==> src/rtl/alu_exec_unit.sv <==
// Registered, handshaked 20-bit ALU execute stage that also holds the architectural {T,C,S,Z} status.
// Define ALU_TRAP_EN to make illegal opcodes set a sticky trap bit that halts issue until LSR/XSR.
module alu_exec_unit #(
  parameter int WIDTH = 20,
  parameter int HALF  = 10
) (
  input  logic             clk,
  input  logic             rst,
  input  logic             in_valid,
  output logic             in_ready,
  input  logic [4:0]       op,
  input  logic             mode,
  input  logic [WIDTH-1:0] a,
  input  logic [WIDTH-1:0] b,
  output logic             out_valid,
  input  logic             out_ready,
  output logic [WIDTH-1:0] res_a,
  output logic [WIDTH-1:0] res_b,
  output logic [3:0]       status
);

  localparam logic [4:0] OP_NOT  = 5'd0;
  localparam logic [4:0] OP_AND  = 5'd1;
  localparam logic [4:0] OP_OR   = 5'd2;
  localparam logic [4:0] OP_XOR  = 5'd3;
  localparam logic [4:0] OP_SHR  = 5'd4;
  localparam logic [4:0] OP_SHL  = 5'd5;
  localparam logic [4:0] OP_ROR  = 5'd6;
  localparam logic [4:0] OP_ROL  = 5'd7;
  localparam logic [4:0] OP_SWAP = 5'd8;
  localparam logic [4:0] OP_INC  = 5'd9;
  localparam logic [4:0] OP_DEC  = 5'd10;
  localparam logic [4:0] OP_ADD  = 5'd11;
  localparam logic [4:0] OP_ADC  = 5'd12;
  localparam logic [4:0] OP_SUB  = 5'd13;
  localparam logic [4:0] OP_SBC  = 5'd14;
  localparam logic [4:0] OP_EQ   = 5'd15;
  localparam logic [4:0] OP_GT   = 5'd16;
  localparam logic [4:0] OP_LT   = 5'd17;
  localparam logic [4:0] OP_GE   = 5'd18;
  localparam logic [4:0] OP_LE   = 5'd19;
  localparam logic [4:0] OP_LSR  = 5'd20;
  localparam logic [4:0] OP_XSR  = 5'd21;
  localparam logic [4:0] OP_NOP  = 5'd22;

  localparam logic [WIDTH-1:0] HALF_MASK = {{(WIDTH-HALF){1'b0}}, {HALF{1'b1}}};
  localparam logic [WIDTH-1:0] ZERO_W    = {WIDTH{1'b0}};
  localparam logic [WIDTH-1:0] ONE_W     = {{(WIDTH-1){1'b0}}, 1'b1};

  logic             out_free;
  logic             accept;
  logic [WIDTH-1:0] mask;
  logic [WIDTH-1:0] am;
  logic [WIDTH-1:0] bm;
  logic             msb;
  logic             cin;
  logic [WIDTH:0]   sum;
  logic [WIDTH:0]   diff;
  logic             carry;
  logic             borrow;
  logic [WIDTH-1:0] lsb_top;
  logic [WIDTH-1:0] not_res;
  logic [WIDTH-1:0] and_res;
  logic [WIDTH-1:0] or_res;
  logic [WIDTH-1:0] xor_res;
  logic [WIDTH-1:0] shr_res;
  logic [WIDTH-1:0] shl_res;
  logic [WIDTH-1:0] ror_res;
  logic [WIDTH-1:0] rol_res;
  logic [WIDTH-1:0] inc_res;
  logic [WIDTH-1:0] dec_res;
  logic [WIDTH-1:0] add_res;
  logic [WIDTH-1:0] sub_res;
  logic [WIDTH-1:0] alu_a;
  logic [WIDTH-1:0] alu_b;
  logic [3:0]       nxt_status;

  assign out_free = !out_valid || out_ready;

`ifdef ALU_TRAP_EN
  logic is_sr_op;
  assign is_sr_op = (op == OP_LSR) || (op == OP_XSR);
  assign in_ready = out_free && (!status[3] || is_sr_op);
`else
  assign in_ready = out_free;
`endif

  assign accept = in_valid && in_ready;

  // Operands are masked to the active width once, so every datapath below works at W.
  assign mask = mode ? {WIDTH{1'b1}} : HALF_MASK;
  assign am   = a & mask;
  assign bm   = b & mask;
  assign msb  = mode ? am[WIDTH-1] : am[HALF-1];
  assign cin  = ((op == OP_ADC) || (op == OP_SBC)) ? status[2] : 1'b0;

  // Half-word sums never reach bit WIDTH, so the carry is picked at bit HALF; a borrow sign-fills, so bit WIDTH serves both.
  assign sum    = {1'b0, am} + {1'b0, bm} + {{WIDTH{1'b0}}, cin};
  assign diff   = {1'b0, am} - {1'b0, bm} - {{WIDTH{1'b0}}, cin};
  assign carry  = mode ? sum[WIDTH] : sum[HALF];
  assign borrow = diff[WIDTH];

  assign lsb_top = mode ? {am[0], {(WIDTH-1){1'b0}}}
                        : {{(WIDTH-HALF){1'b0}}, am[0], {(HALF-1){1'b0}}};

  assign not_res = ~am & mask;
  assign and_res = am & bm;
  assign or_res  = am | bm;
  assign xor_res = am ^ bm;
  assign shr_res = {1'b0, am[WIDTH-1:1]};
  assign shl_res = {am[WIDTH-2:0], 1'b0} & mask;
  assign ror_res = shr_res | lsb_top;
  assign rol_res = shl_res | {{(WIDTH-1){1'b0}}, msb};
  assign inc_res = (am + ONE_W) & mask;
  assign dec_res = (am - ONE_W) & mask;
  assign add_res = sum[WIDTH-1:0] & mask;
  assign sub_res = diff[WIDTH-1:0] & mask;

  // Opcode decode: result selection and next status value.
  always_comb begin
    alu_a      = ZERO_W;
    alu_b      = ZERO_W;
    nxt_status = status;
    case (op)
      OP_NOT:  begin alu_a = not_res; nxt_status[0] = ~|not_res; end
      OP_AND:  begin alu_a = and_res; nxt_status[0] = ~|and_res; end
      OP_OR:   begin alu_a = or_res;  nxt_status[0] = ~|or_res;  end
      OP_XOR:  begin alu_a = xor_res; nxt_status[0] = ~|xor_res; end
      OP_SHR:  begin alu_a = shr_res; nxt_status[2] = am[0]; nxt_status[0] = ~|shr_res; end
      OP_SHL:  begin alu_a = shl_res; nxt_status[2] = msb;   nxt_status[0] = ~|shl_res; end
      OP_ROR:  alu_a = ror_res;
      OP_ROL:  alu_a = rol_res;
      OP_SWAP: begin alu_a = bm; alu_b = am; end
      OP_INC:  begin alu_a = inc_res; nxt_status[0] = ~|inc_res; end
      OP_DEC:  begin alu_a = dec_res; nxt_status[0] = ~|dec_res; end
      OP_ADD,
      OP_ADC:  begin alu_a = add_res; nxt_status[2] = carry;  nxt_status[0] = ~|add_res; end
      OP_SUB,
      OP_SBC:  begin alu_a = sub_res; nxt_status[2] = borrow; nxt_status[0] = ~|sub_res; end
      OP_EQ:   nxt_status[0] = (am == bm);
      OP_GT:   nxt_status[1] = (am > bm);
      OP_LT:   nxt_status[1] = (am < bm);
      OP_GE:   begin nxt_status[1] = (am > bm); nxt_status[0] = (am == bm); end
      OP_LE:   begin nxt_status[1] = (am < bm); nxt_status[0] = (am == bm); end
      OP_LSR:  nxt_status = a[3:0];
      OP_XSR:  nxt_status = status ^ a[3:0];
      OP_NOP:  nxt_status = status;
      default: begin
`ifdef ALU_TRAP_EN
        nxt_status[3] = 1'b1;
`else
        nxt_status = status;
`endif
      end
    endcase
  end

  // Output/status register: load on accept, drop the beat once the consumer takes it.
  always_ff @(posedge clk) begin
    if (rst) begin
      out_valid <= 1'b0;
      res_a     <= ZERO_W;
      res_b     <= ZERO_W;
      status    <= 4'b0000;
    end else if (accept) begin
      out_valid <= 1'b1;
      res_a     <= alu_a;
      res_b     <= alu_b;
      status    <= nxt_status;
    end else if (out_ready) begin
      out_valid <= 1'b0;
    end
  end

endmodule

==> config.mk <==
export PLATFORM = sky130hd
export DESIGN_NAME = alu_exec_unit
export DESIGN_NICKNAME = d
export VERILOG_FILES = /design/src/rtl/alu_exec_unit.sv
export SDC_FILE = /design/constraint.sdc
export NUM_CORES = 1
export LEC_CHECK = 0
export ABC_CLOCK_PERIOD_IN_PS = 7330
export CAP_MARGIN = 5
export CORE_ASPECT_RATIO = 1.2
export CORE_MARGIN = 1.5
export CORE_UTILIZATION = 59
export CTS_CLUSTER_DIAMETER = 150
export DETAILED_ROUTE_END_ITERATION = 12
export GPL_TIMING_DRIVEN = 0
export PLACE_DENSITY = 0.92
export SLEW_MARGIN = 20
export SYNTH_ARGS = -nofsm -noshare
export SYNTH_HDL_FRONTEND = slang
export SYNTH_SLANG_ARGS = --single-unit
==> constraint.sdc <==
create_clock -name clk -period 7.33 [get_ports clk]
set_input_delay 2.199 -clock clk [delete_from_list [all_inputs] [get_ports clk]]
set_output_delay 2.199 -clock clk [all_outputs]
set_load 0.05 [all_outputs]
## Yosys cells after proc, flatten, opt, wreduce, memory -nomap -nowiden

Cells that the tools add are included.
Widths: inputs -> output; s select.

- Register bits after elaboration: 45
- Word-level logic and storage cells: 104

- Add/subtract/negate cells: 6
- $lt $le $gt $ge: 2
- Equality and inequality tests: 22
- Muxes and demuxes: 13
- Bitwise operators: 15
- Reductions and logical operators: 39

Operators by type and width:

| cell | count |
|---|---|
| $pmux 20 s13 | 1 |
| $and 20x20->20 | 9 |
| $reduce_or 20->1 | 9 |
| $mux 20 | 3 |
| $eq 5x4->1 const B | 8 |
| $eq 5x5->1 const B | 6 |
| $add 20x20->21 | 1 |
| $add 21x1->21 | 1 |
| $sub 20x20->21 | 1 |
| $sub 21x1->21 | 1 |
| $add 20x1->20 const B | 1 |
| $eq 20x20->1 | 1 |
| $eq 5x3->1 const B | 4 |
| $gt 20x20->1 | 1 |
| $lt 20x20->1 | 1 |
| $not 20->20 | 1 |
| $or 19x20->20 | 1 |
| $or 20x1->20 | 1 |
| $or 20x20->20 | 1 |
| $sub 20x1->20 const B | 1 |
| $xor 20x20->20 | 1 |
| $reduce_or 19->1 | 1 |
| $pmux 1 s13 | 1 |
| $reduce_bool 13->1 | 1 |
| other kinds (17) | 40 |

## Longest topological paths before layout

- Word-level depth: 8
- Gate-level depth with buffers: 20
- Gate-level depth less buffers: 17

## Worst setup path before layout

Ideal clock, no wire load.

- Path kind: in2reg
- Start point: in op[0]
- End point: reg res_a[14]
- Setup time: 0.070 ns
- Data arrival time: 6.322 ns
- Required time: 7.260 ns
- Setup slack: 0.939 ns
- Stages on the path: 20
- Buffers on the path: 4
- Cells stage by stage: buf_2 > clkbuf_1 > clkbuf_1 > clkbuf_1 > or3b_2 > inv_1 > fa_1 > inv_1 > ha_1 > nor2_1 > fa_1 > nand2b_1 > a2111oi_2 > nor3_1 > o211a_1 > o21a_1 > or4_1 > o2111ai_1 > o21ai_1 > a21oi_1

- Longest elaborated chain between the ends: 6
- Elaborated cells between the ends (all ways): 24
- Those cells by class: add/sub: 2; eq/ne: 14; mux: 2; bitwise: 2; reduce/logical: 4

Ends and longest elaborated chain:

| item | line | RTL |
|---|---|---|
| start, declared | 11 | `input logic [4:0] op,` |
| $eq 5x4->1 | 95, 124 |  |
| $logic_or 1x1->1 | 95 | `assign cin = ((op == OP_ADC) \|\| (op == OP_SBC)) ? status[2] : 1'b0;` |
| $mux 1 | 95 |  |
| $sub 21x1->21 / $add 21x1->21 (equally long branches) | 99, 98 |  |
| $and 20x20->20, on equally long branches | 117, 116 |  |
| $pmux 20 s13 (*) | 124 | `case (op)` |
| end signal, assigned | 167 | `res_a <= alu_a;` |
| end, declared | 17 | `output logic [WIDTH-1:0] res_a,` |

Mark *: on every way between the ends. The rest lies on a longest branch, timed or not.
A chain may end at the register's enable or synchronous reset.

## Worst setup path after layout

Same ends and word-level chain as after synthesis.

==> impl_metrics.csv <==
group,metric,value,unit
hold_path,hp-class,"reg -> reg",
detailed_routing,antenna_left,0,
placement,routabilityCongestion,1.09,
pwr,ir_drop,208,uV
grt,overflow,0,
critical_path,rrSetupSlack,2840,ps
critical_path,r2r-start,"status[2]",
detailed_routing,routedWlPerCell,25.6,um
flow_run,max_cap_viol_count,0,
timing,hold_viol_final,0,
timing,drv_slew,0,
critical_path,rr_endpoint,"res_a[14]",
logic_synthesis,async_reset_ff_frac,0,
detailed_routing,drt_iter0_drc,1527,
grt,antenna_found_initial,0,
cts,clk_pin_slew,60,ps
final_layout,nets,1440,
critical_path,cp_max_fo,10,
placement,dp.cells,1451,
final_layout,final_core_utilization,0.690,
detailed_routing,num_vias,10400,
hold_path,min_from,"res_b[14]",
critical_path,cp_data_arrival_time,7250,ps
hold_path,min_delay_path_depth,2,
grt,grt_pass1_wl,57.1,mm
detailed_routing,vias_per_cell,7.16,
timing,tns,0,ps
cts,cts_tree,"done",
detailed_routing,drc,0,
critical_path,required,7550,ps
hold_path,min_delay_worst_endpoint,"res_b[14]",
final_layout,syn_to_final_growth,15.3,%
die,core_area,13700,um^2
pwr,p_leak,3.68,nW
timing,whs,449,ps
pwr,p_per_area,121,nW/um^2
final_layout,stdcell_count,1454,
grt,grt_max_degree,20,
logic_synthesis,yosysWarnings,0,
logic_synthesis,avgSynthCellArea,6.86,um^2
logic_synthesis,synth_nets,1352,
logic_synthesis,yosysSeqAreaShare,0.110,
grt,grt_pass1_vias,9877,
timing,rsz0062_at_grt,"no",
status,status,"finished, final reports clean",
timing,period_minus_slack,7020,ps
critical_path,worstSetupPathType,"in -> reg",
critical_path,crit_path_end_kind,"flop",
cts,cts.sinks,45,
cts,htreeDepth,2,
timing,skew,8.61,ps
final_layout,n_fill_cell,1239,
final_layout,drive_above_1_share,0.0374,
logic_synthesis,yosysMostFrequentCell,"nand2_1",
logic_synthesis,synth_top_area_frac,0.157,
detailed_routing,drt-total-wl,37.3,mm
logic_synthesis,synth_common_cells,"nand2_1 (126), ha_1 (103), nor2_1 (100), a21oi_1 (99), inv_1 (80)",
logic_synthesis,yosysUniqueCellTypes,80,
cts,clock_path_buffers,2,
die,die-area,14600,um^2
critical_path,rr_worst_depth,15,
logic_synthesis,syn_area,8200,um^2
logic_synthesis,ys_ff_latch,45,
logic_synthesis,post-synth-top-area-cell,"ha_1",
pwr,power.total,0.00115,W
die,io_pins,96,
timing,final-setup-viol-count,0,
cts,cts_made_buffers,5,
timing,max_freq,142,MHz
logic_synthesis,syn_inst,1195,
cts,clockRootBuffer,"clkbuf_16",
logic_synthesis,synth_ff_type,"dfxtp_1",
timing,slew_headroom,0.204,
logic_synthesis,ys_top_cells_by_area,"ha_1 (16%), dfxtp_1 (11%), a21oi_1 (6.0%), nand2_1 (5.8%), nor2_1 (4.6%)",
placement,io_buffers,85,
die,die_y,132,um
critical_path,worst_setup_path_start_kind,"input pin",
placement,hpwl,29.6,mm
logic_synthesis,synth_edf_count,0,
final_layout,diodes,0,
grt,grt_use_total,0.495,
timing,finalCritPeriodShare,0.958,
cts,clk_latency,300,ps
die,rows,47,
timing,worst_pin_slew,1190,ps
die,initial_core_util,0.598,
detailed_routing,drtPass1Iterations,7,
die,die_w,111,um
-- repair_timing --
item | in CTS | in global routing
pin swaps | 0 | 0
setup buffers | 0 | 0
gates resized for setup | 4 | 6
setup endpoints to repair | 12 | 6
hold buffers | 0 | 0
-- power breakdown --
group          internal, W  total (W)  leakage (nW)  switching, W
registers         0.000249   0.000252         0.364    0.00000337
clock network     0.000159   0.000262        0.0797      0.000104
logic             0.000210   0.000631          3.24      0.000422
-- layout make-up --
class,instances,area (um^2),share of cell area
multi-input combinational,977,6650,0.704
sequential,45,901,0.0954
timing repair buffer,85,851,0.0901
buffer,89,374,0.0396
inverter,80,300,0.0318
tap,171,214,0.0226
clock buffer,5,125,0.0132
clock inverter,2,35.0,0.00371
-- layer usage --
layer	global-route usage	routed length, um	vias up
li1	-	-	4565
met1	0.617	13400	4725
met2	0.753	15800	909
met3	0.128	5140	207
met4	0.325	2920	0
met5	0	0	-
-- worst max-delay path by stage --
stage | start | end | slack [ps]
2_1_floorplan | op[0] | res_a[14] | 940
3_3_place_gp | mode | status[2] | -1230
3_5_place_dp | mode | status[2] | -1250
4_1_cts | mode | status[2] | 50
5_1_grt | op[0] | status[0] | 20
6_report | op[0] | res_a[14] | 310
-- cell families (layout without fill, tap and decap cells) --
kind of cell / Yosys count / in the layout / synth area share
compound gates: 359 / 359 / 0.298
xor+xnor: 57 / 57 / 0.0609
fa+ha+maj: 107 / 107 / 0.167
buf+inv: 173 / 261 / 0.0833
flops: 45 / 45 / 0.110
mux: 11 / 11 / 0.0150
simple gates: 443 / 443 / 0.266
-- state kept, by name (all words and copies together) (netlist names) --
signal and count:
res_b 20, res_a 20, out_valid 1, status 4
-- worst max-delay path, cell delays in order --
cell	delay, ps
buf_2	160
clkbuf_1	340
clkbuf_2	360
clkbuf_2	350
or3b_2	230
inv_1	60
fa_1	550
inv_1	70
ha_1	190
nor2_1	170
fa_1	280
nand2b_1	160
a2111oi_4	500
nor3_4	120
o211a_1	290
o21a_1	200
or4_1	550
o2111ai_1	140
o21ai_1	150
a21oi_1	150
-- metrics by stage --
step | cell area (um^2) | setup slack [ps]
after CTS | 9420 | 50.5
after detailed placement | 9260 | -1250
after global routing | 9450 | 22.9
after floorplan | 8200 | 939
after global placement | 9260 | -1230
final | 9450 | 307
-- cell usage in the layout (no fill, tap or decap), types with 10 or more instances in the layout --
cell / count
o22ai_1: 12
nand2_1: 126
nand3_1: 55
o211ai_1: 11
dfxtp_1: 45
a221oi_1: 13
ha_1: 103
nor4_1: 20
nor2_1: 100
a21oi_1: 98
a221o_1: 12
clkbuf_1: 54
nand2b_1: 14
a31oi_1: 13
xor2_1: 25
buf_1: 15
o21ai_0: 55
and3_1: 10
mux2i_1: 10
a211oi_1: 11
or3_1: 11
xnor2_1: 31
nor3_1: 30
nand4_1: 27
buf_2: 13
a21o_1: 12
o221ai_1: 13
clkdlybuf4s50_1: 85
a22oi_1: 26
inv_1: 80
Note: power is estimated with default switching activity, not from simulation.
